[src/rtl/bin_to_bcd_converter_if.sv]
// Handshake and result bundle between the tally logic, the converter and the display driver.
// The master side issues start/binary requests and reads back the BCD digits.
interface bin_to_bcd_converter_if #(
  parameter int BIN_WIDTH = 14
);
  logic                 start;
  logic [BIN_WIDTH-1:0] binary;
  logic                 busy;
  logic                 done;
  logic                 overflow;
  logic [3:0]           ones;
  logic [3:0]           tens;
  logic [3:0]           hundreds;
  logic [3:0]           thousands;

  modport master (
    output start, binary,
    input  busy, done, overflow, ones, tens, hundreds, thousands
  );

  modport slave (
    input  start, binary,
    output busy, done, overflow, ones, tens, hundreds, thousands
  );
endinterface

[src/rtl/bin_to_bcd_converter.sv]
// Sequential double-dabble converter: 14-bit vote tally to four saturated BCD digits.
// Digits and overflow only update on the edge that raises done, so the display never sees partial values.
//
//   state | meaning
//   IDLE  | waiting for start; outputs hold the last result
//   SHIFT | one adjust-and-shift step per clock, 14 steps per conversion
module bin_to_bcd_converter #(
  parameter int BIN_WIDTH = 14,
  parameter int MAX_VALUE = 9999
) (
  input  logic                   clk_100MHz,
  input  logic                   reset,
  bin_to_bcd_converter_if.slave  bus
);

  localparam logic [BIN_WIDTH-1:0] MAX_BIN  = BIN_WIDTH'(MAX_VALUE);
  localparam logic [3:0]           LAST_BIT = 4'(BIN_WIDTH - 1);
  localparam int                   WORD_W   = 16 + BIN_WIDTH;

  typedef enum logic {
    IDLE  = 1'b0,
    SHIFT = 1'b1
  } state_t;

  state_t               state;
  logic [BIN_WIDTH-1:0] shift_reg;
  logic [15:0]          bcd_reg;
  logic [3:0]           bit_cnt;
  logic                 overflow_pending;

  logic                 busy_r;
  logic                 done_r;
  logic                 overflow_r;
  logic [15:0]          digits_r;

  logic [15:0]          bcd_adj;
  logic [WORD_W-1:0]    shift_word;
  logic [WORD_W-1:0]    shifted;
  logic [15:0]          bcd_next;
  logic [BIN_WIDTH-1:0] bin_next;

  // Add-3 on each nibble >= 5; a nibble never exceeds 9 here, so no inter-nibble carry.
  always_comb begin
    bcd_adj = bcd_reg;
    for (int i = 0; i < 4; i++) begin
      if (bcd_reg[4*i +: 4] >= 4'd5) begin
        bcd_adj[4*i +: 4] = bcd_reg[4*i +: 4] + 4'd3;
      end
    end
    shift_word = {bcd_adj, shift_reg};
    shifted    = shift_word << 1;
    bcd_next   = shifted[WORD_W-1:BIN_WIDTH];
    bin_next   = shifted[BIN_WIDTH-1:0];
  end

  always_ff @(posedge clk_100MHz or posedge reset) begin
    if (reset) begin
      state            <= IDLE;
      shift_reg        <= '0;
      bcd_reg          <= '0;
      bit_cnt          <= '0;
      overflow_pending <= 1'b0;
      busy_r           <= 1'b0;
      done_r           <= 1'b0;
      overflow_r       <= 1'b0;
      digits_r         <= '0;
    end else begin
      done_r <= 1'b0;
      case (state)
        IDLE: begin
          if (bus.start) begin
            shift_reg        <= (bus.binary > MAX_BIN) ? MAX_BIN : bus.binary;
            overflow_pending <= (bus.binary > MAX_BIN);
            bcd_reg          <= '0;
            bit_cnt          <= '0;
            busy_r           <= 1'b1;
            state            <= SHIFT;
          end
        end
        SHIFT: begin
          bcd_reg   <= bcd_next;
          shift_reg <= bin_next;
          bit_cnt   <= bit_cnt + 4'd1;
          if (bit_cnt == LAST_BIT) begin
            digits_r   <= bcd_next;
            overflow_r <= overflow_pending;
            done_r     <= 1'b1;
            busy_r     <= 1'b0;
            state      <= IDLE;
          end
        end
        default: state <= IDLE;
      endcase
    end
  end

  assign bus.busy      = busy_r;
  assign bus.done      = done_r;
  assign bus.overflow  = overflow_r;
  assign bus.ones      = digits_r[3:0];
  assign bus.tens      = digits_r[7:4];
  assign bus.hundreds  = digits_r[11:8];
  assign bus.thousands = digits_r[15:12];

endmodule

[src/flat_wrapper.sv]
// flat-port wrapper written by rule: the top's interface ports become plain ports
module bin_to_bcd_converter_flat 
#(
  parameter int BIN_WIDTH = 14,
  parameter int MAX_VALUE = 9999
)
  (clk_100MHz, reset, bus_start, bus_binary, bus_busy, bus_done, bus_overflow, bus_ones, bus_tens, bus_hundreds, bus_thousands);
  bin_to_bcd_converter_if #(.BIN_WIDTH(BIN_WIDTH)) bus_i ();
  input  logic clk_100MHz;
  input  logic reset;
  input wire logic [$bits(bus_i.start)-1:0] bus_start;
  input wire logic [$bits(bus_i.binary)-1:0] bus_binary;
  output wire logic [$bits(bus_i.busy)-1:0] bus_busy;
  output wire logic [$bits(bus_i.done)-1:0] bus_done;
  output wire logic [$bits(bus_i.overflow)-1:0] bus_overflow;
  output wire logic [$bits(bus_i.ones)-1:0] bus_ones;
  output wire logic [$bits(bus_i.tens)-1:0] bus_tens;
  output wire logic [$bits(bus_i.hundreds)-1:0] bus_hundreds;
  output wire logic [$bits(bus_i.thousands)-1:0] bus_thousands;
  assign bus_i.start = bus_start;
  assign bus_i.binary = bus_binary;
  assign bus_busy = bus_i.busy;
  assign bus_done = bus_i.done;
  assign bus_overflow = bus_i.overflow;
  assign bus_ones = bus_i.ones;
  assign bus_tens = bus_i.tens;
  assign bus_hundreds = bus_i.hundreds;
  assign bus_thousands = bus_i.thousands;
  bin_to_bcd_converter #(.BIN_WIDTH(BIN_WIDTH), .MAX_VALUE(MAX_VALUE)) u_core (.clk_100MHz(clk_100MHz), .reset(reset), .bus(bus_i));
endmodule
[config.mk]
export PLATFORM = sky130hd
export DESIGN_NAME = bin_to_bcd_converter_flat
export DESIGN_NICKNAME = d
export VERILOG_FILES = /design/src/rtl/bin_to_bcd_converter_if.sv /design/src/rtl/bin_to_bcd_converter.sv /design/src/flat_wrapper.sv
export SDC_FILE = /design/constraint.sdc
export NUM_CORES = 1
export LEC_CHECK = 0
export CAP_MARGIN = 30
export CORE_ASPECT_RATIO = 0.9
export CORE_UTILIZATION = 56
export DETAILED_ROUTE_END_ITERATION = 7
export DONT_BUFFER_PORTS = 1
export HOLD_SLACK_MARGIN = 0.1
export PLACE_DENSITY = 0.69
export SKIP_LAST_GASP = 1
export SLEW_MARGIN = 20
export SYNTH_ARGS = -nofsm -noshare
export SYNTH_HDL_FRONTEND = slang
export SYNTH_SLANG_ARGS = --single-unit
export TNS_END_PERCENT = 1
[constraint.sdc]
create_clock -name clk_100MHz -period 2.9 [get_ports clk_100MHz]
set_input_delay 0.58 -clock clk_100MHz [delete_from_list [all_inputs] [get_ports clk_100MHz]]
set_output_delay 0.58 -clock clk_100MHz [all_outputs]
set_load 0.005 [all_outputs]
==> results.md <==
- Outcome: complete, no violations
- Post-Syn Nets: 287
- Die width: between 70 and 80 µm
- Power, Total: 3.11 mW
- CTS Buf Count: 5
- Critical-path cell list: nand4_1, inv_2, mux2_2
- Max-slew headroom: between 40 and 50%
- Area Overhead vs Synth: 6.23%
- Clock Tree Buf Depth: 2
- Clock sink count: 55
- Flops & latches, synth: 55
- Post-synth top flop: dfrtp_1
- # hold bufs at CTS: 0
- Slowest cell on crit path: dfrtp_2
- YS warnings: 0
- DRT antenna net count: 0
- Final Hold Fails: 0
- Leading area contributor after synthesis: dfrtp_1
- GR Util All Layers: between 20% and 30%
- Final setup viols: 0
- Crit path largest cell delay: 0.89 ns
- Post-CTS resize count: 0
- PwrDens: approximately 1100 mW/mm²
- Reg2Reg Launch Point: u_core.state
- Core Rows: 23
- Mapped Cells: 260
- CP endpoint kind: flip-flop
- Layout cells sized above 1: between 10% and 20%
- Initial antenna violation count: 0
- TritonRoute pass-1 iters: 4
- Post-CTS Repair Setup Buffers: 0
- Synth top area share: between 50% and 60%
- Most common cell after layout, fill and taps aside: dfrtp_1
- CP required: between 3 and 4 ns
- CP Class: flip-flop to flip-flop
- Minimum clock period: around 1.8 ns
- Setup TNS: 0 ns
- Commonest non-fill, non-tap cells in the layout: dfrtp_1 (54), nand2_1 (27), mux2i_1 (21), o21ai_0 (20), inv_1 (14)
- CP max FO: 40
- Mean Syn Cell Area: around 11 µm²
- CTS tree: done
- Worst setup path startpoint: u_core.state
- Iter 0 DRT Violations: 87
- Max-cap violation count: 0
- Clock transition at path regs: roughly 0.1 ns
- Die area: just over 0.005 mm²
- Largest net degree at the start of global routing: 41
- First-pass GRT wire length: between 8 and 9 mm
- Number of H-tree levels: 2
- Synthesized cell area: between 0.002 and 0.003 mm²
- Congestion Overflow GR: 0
- R2r endpoint: u_core.digits_r[1]
- Core area: between 0.004 and 0.005 mm²
- Root buf cell: clkbuf_8
- Pins Over Slew Limit: 0
- # IOs: 36
- Vias in the first global route: 1691
- Worst Setup Start Kind: flip-flop
- Top post-synthesis cells by area: dfrtp_1 (50%), mux2i_1 (7.6%), mux2_2 (4.9%), ha_1 (4.5%), nand2_1 (3.7%)
- Via count: between 1500 and 2000
- Distinct cells, synth: 30
- Worst Clk Skew: 0.0139 ns
- Ant diodes: 0
- Final net count: ~290
- Clk_lat worst skew: between 0.3 and 0.4 ns
- Via density per instance: approximately 5.5
- Fin crit share: 63.0%
- Fmax: ~550 MHz
- Worst slew pin tran: slightly below 0.8 ns
- Worst Reg-to-Reg Cells: 3
- Max VDD drop: about 0.72 mV
- Number of flops mapped to enable cells by yosys: 0
- DRC violations left: 0
- RSZ-0062 raised after global routing: false
- Wire per inst: around 15 µm
- Starting Density: 60.1%
- HPWL after detailed placement: approximately 3.3 mm
- CP arrival: roughly 2 ns
- Sequential fraction of the synthesis area: 50.0%
- PortBufs: 0
- Routed WL: just under 5 mm
- Die Y: 68.5 µm
- Asr flop ratio synth: 100%
- Flop-to-flop setup slack: about 1.1 ns
- P_leak: about 1.4 nW
- Worst min-delay path class: primary input to async pin
- GP Congestion: slightly above 0.7
[where the power goes]
part           switching [mW]  internal [mW]
clock                   0.243          0.280
sequential              0.311           1.11
combinational           0.576          0.588
[per-stage QoR]
stage	util, %	setup WS (ns)	cells	hold WS [ns]	cell area (µm²)
final	63.9	1.07	322	0.260	2920
after global routing	63.9	0.915	322	0.289	2920
after CTS	63.9	1.06	322	0.278	2920
after detailed placement	61.3	1.07	314	0.476	2810
after global placement	61.3	1.09	314	0.465	2810
after floorplan	-	0.977	260	0.449	2750
[logic make-up after synthesis]
group	count (synthesis)	synth area share (%)
multiplexers	33	12.6
AO/OA/AOI/OAI	56	13.6
flip-flops	55	50.0
XOR/XNOR	4	1.27
adder cells (fa/ha/maj)	10	4.55
buffers and inverters	28	4.18
AND/OR/NAND/NOR	74	13.9
[worst max-delay path: cells and delay by family (launching register included)]
family | cells | cell delay (ns)
buffers and inverters | 1 | 0.24
flip-flops | 1 | 0.89
multiplexers | 1 | 0.36
AND/OR/NAND/NOR | 1 | 0.23
[worst max-delay path by stage]
stage                          endpoint  slack, ns
finish               u_core.digits_r[1]       1.07
global route        u_core.digits_r[10]       0.91
CTS                  u_core.digits_r[1]       1.06
detailed placement  u_core.digits_r[10]       1.07
global placement    u_core.digits_r[10]       1.09
floorplan             u_core.bcd_reg[0]       0.98
[cells in the mapped netlist, types with 2 or more instances]
cell type / number
buf_2: 8
nor3b_1: 9
a22o_1: 2
a21o_1: 8
o31ai_1: 2
a21oi_2: 3
nand2_1: 27
mux2i_1: 21
inv_1: 15
nand3_1: 3
dfrtp_1: 55
a21oi_1: 13
nor2b_1: 4
and2_1: 2
o21ai_2: 2
o21ai_0: 20
nor2_1: 10
mux2_2: 12
clkbuf_1: 4
nor3_1: 3
ha_1: 10
nand2b_1: 12
a311oi_1: 4
nand4_1: 2
xnor2_1: 4
[layout make-up]
cell class	count	area, µm²
inverter	16	60.1
multi-input combinational	177	1260
timing repair buffer	4	30.0
tap	62	77.6
sequential	55	1380
fill	363	1650
clock buffer	6	82.6
clock inverter	2	35.0
[metal layers]
| layer | GRT usage, % | up-vias | routed length [µm] |
|---|---|---|---|
| li1 | - | 894 | - |
| met1 | 29.5 | 839 | 2430 |
| met2 | 32.6 | 27 | 2220 |
| met3 | 6.40 | 2 | 184 |
| met4 | 3.70 | 0 | 18 |
| met5 | 0 | - | 0 |
Note: power is estimated with default switching activity, not from simulation.
